==> src/rtl/clk_divider_multi.sv <==
// ---------------------------------------------------------------------------
// clk_divider_multi
//
// N_CH independent programmable divided-clock / tick generators running in
// the clk_in domain. Each channel has its own period (div) and high time
// (high). New settings are written into a shadow copy and only take effect
// at a period boundary, when the channel is disabled, or on resync, so the
// outputs never glitch. The div_clk outputs are plain registers: nothing is
// gated or muxed in their path.
//
// Ports:
//   clk_in    system clock
//   rst       asynchronous, active-high reset
//   en        per-channel run enable (level)
//   cfg_we    one-cycle config write strobe
//   cfg_ch    channel targeted by the write
//   cfg_div   new period in clk_in cycles (>= 2)
//   cfg_high  new high time in clk_in cycles (1 .. cfg_div-1)
//   resync    one-cycle pulse restarting all channels in phase
//   div_clk   divided clock per channel, registered
//   tick      one-cycle strobe in the last cycle of each period, registered
//   cfg_err   one-cycle pulse when a write is rejected
// ---------------------------------------------------------------------------
module clk_divider_multi #(
    parameter int N_CH         = 4,
    parameter int CNT_W        = 32,
    parameter int DEFAULT_DIV  = 100000000,
    parameter int DEFAULT_HIGH = 50000000,
    localparam int CH_W        = (N_CH > 1) ? $clog2(N_CH) : 1
) (
    input  logic              clk_in,
    input  logic              rst,
    input  logic [N_CH-1:0]   en,
    input  logic              cfg_we,
    input  logic [CH_W-1:0]   cfg_ch,
    input  logic [CNT_W-1:0]  cfg_div,
    input  logic [CNT_W-1:0]  cfg_high,
    input  logic              resync,
    output logic [N_CH-1:0]   div_clk,
    output logic [N_CH-1:0]   tick,
    output logic              cfg_err
);

    localparam logic [CNT_W-1:0] DIV_RST  = CNT_W'(DEFAULT_DIV);
    localparam logic [CNT_W-1:0] HIGH_RST = CNT_W'(DEFAULT_HIGH);

    logic wr_ok_s;

    // Write validation: channel in range, period >= 2, 1 <= high < period.
    always_comb begin
        wr_ok_s = 1'b0;
        if (({1'b0, cfg_ch} < (CH_W+1)'(N_CH)) &&
            (cfg_div >= CNT_W'(2)) &&
            (cfg_high != CNT_W'(0)) &&
            (cfg_high < cfg_div)) begin
            wr_ok_s = 1'b1;
        end else begin
            wr_ok_s = 1'b0;
        end
    end

    // Rejected-write pulse.
    always_ff @(posedge clk_in or posedge rst) begin
        if (rst) begin
            cfg_err <= 1'b0;
        end else begin
            cfg_err <= cfg_we & ~wr_ok_s;
        end
    end

    for (genvar g = 0; g < N_CH; g++) begin : g_ch
        logic [CNT_W-1:0] cnt_r;
        logic [CNT_W-1:0] div_act_r;
        logic [CNT_W-1:0] high_act_r;
        logic [CNT_W-1:0] div_sh_r;
        logic [CNT_W-1:0] high_sh_r;
        logic             pend_r;
        logic             clk_r;
        logic             tick_r;
        logic             wrap_s;
        logic             load_s;
        logic             idle_s;

        // Last cycle of the period; cnt never exceeds div_act-1.
        assign wrap_s = (cnt_r == (div_act_r - CNT_W'(1)));
        assign load_s = cfg_we & wr_ok_s & (cfg_ch == CH_W'(g));
        // resync overrides en: both hold the channel at period start.
        assign idle_s = resync | ~en[g];

        // Channel counter, active config and registered outputs.
        always_ff @(posedge clk_in or posedge rst) begin
            if (rst) begin
                cnt_r      <= CNT_W'(0);
                div_act_r  <= DIV_RST;
                high_act_r <= HIGH_RST;
                clk_r      <= 1'b0;
                tick_r     <= 1'b0;
            end else if (idle_s) begin
                cnt_r  <= CNT_W'(0);
                clk_r  <= 1'b0;
                tick_r <= 1'b0;
                // A config written before this edge takes effect right away.
                if (pend_r) begin
                    div_act_r  <= div_sh_r;
                    high_act_r <= high_sh_r;
                end else begin
                    div_act_r  <= div_act_r;
                    high_act_r <= high_act_r;
                end
            end else begin
                // Outputs are computed from the pre-update count.
                clk_r  <= (cnt_r < high_act_r);
                tick_r <= wrap_s;
                if (wrap_s) begin
                    cnt_r <= CNT_W'(0);
                    if (pend_r) begin
                        div_act_r  <= div_sh_r;
                        high_act_r <= high_sh_r;
                    end else begin
                        div_act_r  <= div_act_r;
                        high_act_r <= high_act_r;
                    end
                end else begin
                    cnt_r <= cnt_r + CNT_W'(1);
                end
            end
        end

        // Shadow config and pending flag. A write on the same edge as an
        // apply sets pending again, so it waits for the next boundary.
        always_ff @(posedge clk_in or posedge rst) begin
            if (rst) begin
                div_sh_r  <= DIV_RST;
                high_sh_r <= HIGH_RST;
                pend_r    <= 1'b0;
            end else if (load_s) begin
                div_sh_r  <= cfg_div;
                high_sh_r <= cfg_high;
                pend_r    <= 1'b1;
            end else if (idle_s || wrap_s) begin
                pend_r    <= 1'b0;
            end else begin
                pend_r    <= pend_r;
            end
        end

        assign div_clk[g] = clk_r;
        assign tick[g]    = tick_r;
    end

endmodule

==> config.mk <==
export PLATFORM = sky130hd
export DESIGN_NAME = clk_divider_multi
export DESIGN_NICKNAME = d
export VERILOG_FILES = /design/src/rtl/clk_divider_multi.sv
export SDC_FILE = /design/constraint.sdc
export NUM_CORES = 2
export LEC_CHECK = 0
export ABC_CLOCK_PERIOD_IN_PS = 25800
export BUFFER_PORTS_ARGS = -buffer_cell sky130_fd_sc_hd__buf_2
export CAP_MARGIN = 10
export CELL_PAD_IN_SITES_DETAIL_PLACEMENT = 1
export CELL_PAD_IN_SITES_GLOBAL_PLACEMENT = 1
export CORE_MARGIN = 3
export CORE_UTILIZATION = 51
export CTS_CLUSTER_DIAMETER = 80
export DETAILED_ROUTE_END_ITERATION = 12
export GPL_ROUTABILITY_DRIVEN = 0
export GPL_TIMING_DRIVEN = 0
export HOLD_SLACK_MARGIN = 0.15
export PLACE_DENSITY = 0.87
export SETUP_SLACK_MARGIN = 0.15
export SLEW_MARGIN = 20
export SYNTH_ARGS = -nofsm -noshare
export SYNTH_HDL_FRONTEND = slang
export SYNTH_SLANG_ARGS = --single-unit
==> constraint.sdc <==
create_clock -name clk_in -period 25.8 [get_ports clk_in]
set_clock_uncertainty 0.2 [all_clocks]
set_input_delay 2.58 -clock clk_in [delete_from_list [all_inputs] [get_ports clk_in]]
set_output_delay 2.58 -clock clk_in [all_outputs]
set_load 0.01 [all_outputs]
### Word level (Yosys, flattened, before mapping)

Index checks and enable logic that the tools add are counted.

* bits in registers: 653
* input bits: 74
* output and inout port bits: 9
* logic and storage cells: 134

* $add $sub $neg: 8
* $lt $le $gt $ge: 6
* equal/unequal tests: 7
* multiplexer cells: 49
* bitwise logic cells: 15
* reductions and logical operators: 16

Operator list (number)
* 2-to-1 mux 32 bit: 32
* < comparator 32 bit: 5
* adder 32 x 1 -> 32 bit, second input constant: 4
* equality test 32 bit: 4
* subtractor 32 x 1 -> 32 bit, second input constant: 4
* greater-or-equal comparator 32 x 2 -> 1 bit, second input constant: 1
* nonzero test 32 bit: 1
* 2-to-1 mux 1 bit: 17
* nonzero test 2 bit: 8
* bitwise AND 1 bit: 6
* inverter 1 bit: 5
* equality test 2 bit, second input constant: 2
* logical OR 1 bit: 4
* bitwise OR 1 bit: 4
* equality test 2 x 1 -> 1 bit, second input constant: 1
* logical AND 1 bit: 2
* zero test 2 bit: 1

### Depth between registers and ports, before layout

* word-level depth: 7
* gate-level depth with buffers: 14

### Least setup slack after synthesis

OpenSTA, ideal clock, no wires.

* path type: input port to flip-flop
* from: input port cfg_div[17]
* to: register g_ch[0].div_sh_r[0]
* setup time: 0.125 ns
* arrival: 5.429 ns
* data required time: 25.475 ns
* slack: 20.046 ns
* stages on the path: 12
* path through: inv_1 > ha_1 > a21o_1 > a21o_1 > a211o_1 > o2111ai_1 > a21oi_1 > a211oi_1 > nor4bb_1 > clkbuf_1 > clkbuf_1 > mux2_2

* cells in the longest elaborated chain, start to end: 6
* elaborated cells on any way between the ends: 7
* classes of those cells: 2 x order compare; 1 x mux; 2 x bitwise; 2 x reduce/logical

RTL lines
* start: declaration: line 36 `input logic [CNT_W-1:0] cfg_div,`
* greater-or-equal comparator 32 x 2 -> 1 bit: line 53 `(cfg_div >= CNT_W'(2)) &&`
* logical AND 1 bit: line 53
* logical AND 1 bit (*): line 54 `(cfg_high != CNT_W'(0)) &&`
* 2-to-1 mux 1 bit (*): line 52 `if (({1'b0, cfg_ch} < (CH_W+1)'(N_CH)) &&`
* bitwise AND 1 bit (*) (2 in series): line 86 `assign load_s = cfg_we & wr_ok_s & (cfg_ch == CH_W'(g));`
* end signal: assignment: line 137 `div_sh_r <= cfg_div;`
* end: declaration: line 75 `logic [CNT_W-1:0] div_sh_r;`

Mark *: on every way between the ends. The rest lies on a longest branch, timed or not.
A chain may end at the register's enable or synchronous reset.

### Final worst setup path

* from: input port cfg_div[17]
* to: register g_ch[3].high_sh_r[4]

* cells in the longest elaborated chain, start to end: 6
* elaborated cells on any way between the ends: 7
* classes of those cells: 2 x order compare; 1 x mux; 2 x bitwise; 2 x reduce/logical

RTL lines
* greater-or-equal comparator 32 x 2 -> 1 bit: line 53
* logical AND 1 bit: line 53
* logical AND 1 bit (*): line 54
* 2-to-1 mux 1 bit (*): line 52
* bitwise AND 1 bit (*) (2 in series): line 86
* end signal: assignment: line 138 `high_sh_r <= cfg_high;`
* end: declaration: line 76 `logic [CNT_W-1:0] high_sh_r;`

Marks and branches as above.

==> impl_metrics.json <==
{
  "area_growth_syn_to_layout_pct": 11.4,
  "die_w_um": 282,
  "outcome": "finished, final reports clean",
  "syn_nets": 4213,
  "seq_power_share": 0.442,
  "async_flop_share": 1.00,
  "drive_above_1_share": 0.193,
  "crit_required_ns": 26.12,
  "cts_setup_buffers": 0,
  "rsz0062_at_grt": "no",
  "dieArea_um2": 79500,
  "ios": 83,
  "synth_mux_area_frac": 0.0963,
  "final_cells": 5187,
  "synth-edff-count": 0,
  "port_buffers": 82,
  "fin_crit_sh": 0.266,
  "drt_wl_total_um": 145000,
  "critPathMaxStageDelay_ns": 0.71,
  "clock_sinks": 653,
  "dp_hpwl_um": 97800,
  "setup_tns_ns": 0,
  "cp-start-kind": "input pin",
  "power_frac_comb": 0.230,
  "path_cells": "buf_2 > inv_1 > ha_1 > a21o_1 > a21o_1 > a211o_1 > o2111ai_1 > a21oi_1 > a211oi_1 > and4_1 > clkbuf_1 > clkbuf_1 > mux2_2",
  "cts_buffers": 75,
  "core_um2": 74900,
  "synth_top_family_by_area": "simple AND/OR/NAND/NOR gates",
  "period_needed_ns": 6.86,
  "hold_class": "flop to flop",
  "syn-cell-area_um2": 38800,
  "ant_nets": 0,
  "grtUsageTotal": 0.367,
  "cts_resized": 0,
  "post-route-drc-count": 0,
  "drt_first_iter_violations": 3229,
  "critPathKind": "input pin to flop",
  "cp_slowest_cell": "a211oi_1",
  "rows": 100,
  "cp.arrival_ns": 7.18,
  "synth_xor_xnor_area_share": 0.0591,
  "grt_overflow": 0,
  "fin_util": 0.577,
  "end_kind": "flop",
  "power_mw": 3.43,
  "clk_path_buf_depth": 3,
  "slew_violations": 0,
  "cts_hold_buf": 0,
  "clk_pin_slew_ns": 0.06,
  "htree_num_levels": 3,
  "antenna_found_initial": 17,
  "clk_latency_ns": 0.65,
  "fmax_mhz": 146,
  "wl_per_cell_um": 28.0,
  "powerDensity_nw_per_um2": 79.4,
  "grt_pass1_vias": 37000,
  "slew_headroom": 0.239,
  "p_leak_nw": 18.1,
  "tightest_slew_ns": 1.14,
  "drtPass1Iterations": 5,
  "die_y_um": 282,
  "grt_max_degree": 106,
  "num_vias": 35200,
  "yosysSeqAreaShare": 0.427,
  "crit_buf_inv": 4,
  "yosys_warnings": 0,
  "maxCapViolCount": 0,
  "setup_violations": 0,
  "internal_power_mw": 2.30,
  "ys_ff_latch": 653,
  "tritoncts": "built",
  "viasPerCell": 6.78,
  "final_nets": 4379,
  "cpLargestDelayFamily": "buffers and inverters",
  "syn-instance-count": 3976,
  "synthFlopType": "dfrtp_1",
  "synth_compound_area_frac": 0.142,
  "p_sw_frac": 0.331,
  "start_util": 0.518,
  "path_max_fanout": 10,
  "syn_area_per_cell_um2": 9.76,
  "clockPowerShare": 0.327,
  "synthAdderAreaFrac": 0.0525,
  "synth_cell_type_count": 84,
  "hold_viol": 0,
  "grt_pass1_wl_um": 224000,
  "p_switching_mw": 1.14,
  "cts_root_buf": "clkbuf_16",
  "dp.cells": 5034,
  "ir_worst_vdd_uv": 59.3,
  "synth-simple-area-share": 0.170
}
[worst reg2reg max path: stages, from the launching register on]
cell	delay [ns]
dfrtp_1	0.37
clkbuf_1	0.18
inv_1	0.11
ha_1	0.24
nor4b_1	0.80
nand2_1	0.33
nor4b_1	0.39
o22ai_1	0.17
a2111oi_0	0.49
nand4b_1	0.47
clkbuf_1	0.41
nor3_2	0.54
clkbuf_1	0.53
nor3_1	0.15
[logic make-up (layout without fill, tap and decap cells)]
logic type	Yosys count	in the layout
adders and majority gates	163	163
xor gates and xnor gates	262	262
AOI/OAI and AO/OA	743	743
buffers and inverters	531	758
DFF	653	653
and+or+nand+nor	1291	1291
other	0	15
muxes	333	333
[layout by cell type (no fill, tap or decap), types with 24 or more instances in the layout]
master     netlist  routed
nand4_1         75      75
inv_1          221     220
o211ai_2        29      29
dfstp_2        192     192
xnor2_1        143     143
nor2_1         215     215
o21ai_0         24      24
nor4_1          66      64
buf_2           16      98
ha_1           163     163
and3_1          24      24
o22ai_1         72      72
clkbuf_16        0      77
nand2_1        405     405
a21o_1          75      75
dfrtp_1        461     461
mux2_2         323     323
a31oi_1         73      73
or4_1           96      96
xor2_1         119     119
nor3_1          89      89
clkbuf_1       260     276
a21oi_1         47      47
nand3_1        155     155
o211ai_1       303     303
[Yosys cell counts (10+ instances only)]
cell | count | area (um2)
nor2b_1 | 23 | 144
nand3_1 | 155 | 776
inv_1 | 221 | 830
buf_1 | 20 | 75.1
o22ai_1 | 72 | 450
nor3b_1 | 11 | 82.6
dfrtp_1 | 461 | 11500
dfstp_2 | 192 | 5040
or4_1 | 96 | 721
nor3_1 | 89 | 445
and3_1 | 24 | 150
xor2_1 | 119 | 1040
ha_1 | 163 | 2040
mux2_2 | 323 | 3640
nand2b_1 | 23 | 144
a2111oi_0 | 12 | 105
o211ai_1 | 303 | 2270
mux2i_1 | 10 | 100
o21ai_0 | 24 | 120
o31ai_1 | 11 | 82.6
nand4_1 | 75 | 469
nor4b_1 | 13 | 114
a211oi_1 | 14 | 105
clkbuf_1 | 260 | 976
a21oi_1 | 47 | 235
nor4_1 | 66 | 413
xnor2_1 | 143 | 1250
nand3b_1 | 11 | 82.6
nor2_1 | 215 | 807
nand2_1 | 405 | 1520
and4_1 | 21 | 184
or3_1 | 20 | 125
a31oi_1 | 73 | 457
o211ai_2 | 29 | 363
a21o_1 | 75 | 563
buf_2 | 16 | 80.1
[power by group through the flow]
stage               registers [mW]  logic, mW  clock network (mW)
finish                        1.52      0.791                1.12
global route                  1.54      0.858                1.17
CTS                           1.51      0.777                1.13
detailed placement            1.51      0.750                   0
global placement              1.49      0.690                   0
floorplan                     1.44      0.551                   0
[routing by layer]
metal,track usage,up-vias,share of wire
li1,-,14800,-
met1,0.456,17700,0.38
met2,0.574,1929,0.45
met3,0.0843,678,0.093
met4,0.244,6,0.076
met5,0,-,0.00034
[area by class of cell]
type	count	area [um2]
Fill cell	8307	31700
Multi-Input combinational cell	2792	20200
Sequential cell	653	16600
Clock buffer	110	2220
Buffer	308	1240
Tap cell	969	1210
Inverter	223	845
Timing Repair Buffer	89	603
Clock inverter	28	322
Antenna cell	15	37.5
[final timing paths]
path,start,endpoint,slack [ns],cells after the start
worst max register to register,g_ch[0].div_act_r[0]$_DFFE_PP0P_,g_ch[0].cnt_r[3]$_DFF_PP0_,20.27,13
worst min register to register,g_ch[1].div_sh_r[15]$_DFFE_PP1P_,g_ch[1].div_act_r[15]$_DFFE_PP1P_,0.29,2
worst min-delay path,g_ch[1].div_sh_r[15]$_DFFE_PP1P_,g_ch[1].div_act_r[15]$_DFFE_PP1P_,0.29,2
worst max-delay path,cfg_div[17],g_ch[3].high_sh_r[4]$_DFFE_PP0P_,18.94,13
min in group asynchronous,rst,g_ch[2].cnt_r[1]$_DFF_PP0_,1.81,2
max in group asynchronous,rst,g_ch[0].tick_r$_DFF_PP0_,21.79,5
[flip-flops by register name (all words and copies together), names as in the netlist]
register	count
cfg_err	1
g_ch.div_act_r	128
g_ch.div_sh_r	128
g_ch.high_sh_r	128
g_ch.clk_r	4
g_ch.tick_r	4
g_ch.high_act_r	128
g_ch.pend_r	4
g_ch.cnt_r	128
[through the flow]
step / setup slack, ns / cell area, um2 / hold WS [ns]
finish: 18.94 / 43200 / 0.286
global route: 18.89 / 43200 / 0.307
CTS: 19.17 / 43200 / 0.284
detailed placement: 18.53 / 40700 / 0.286
global placement: -2.51 / 40400 / 0.278
floorplan: 5.04 / 38800 / 0.271
No activity file was read; power rests on OpenSTA's default activity.
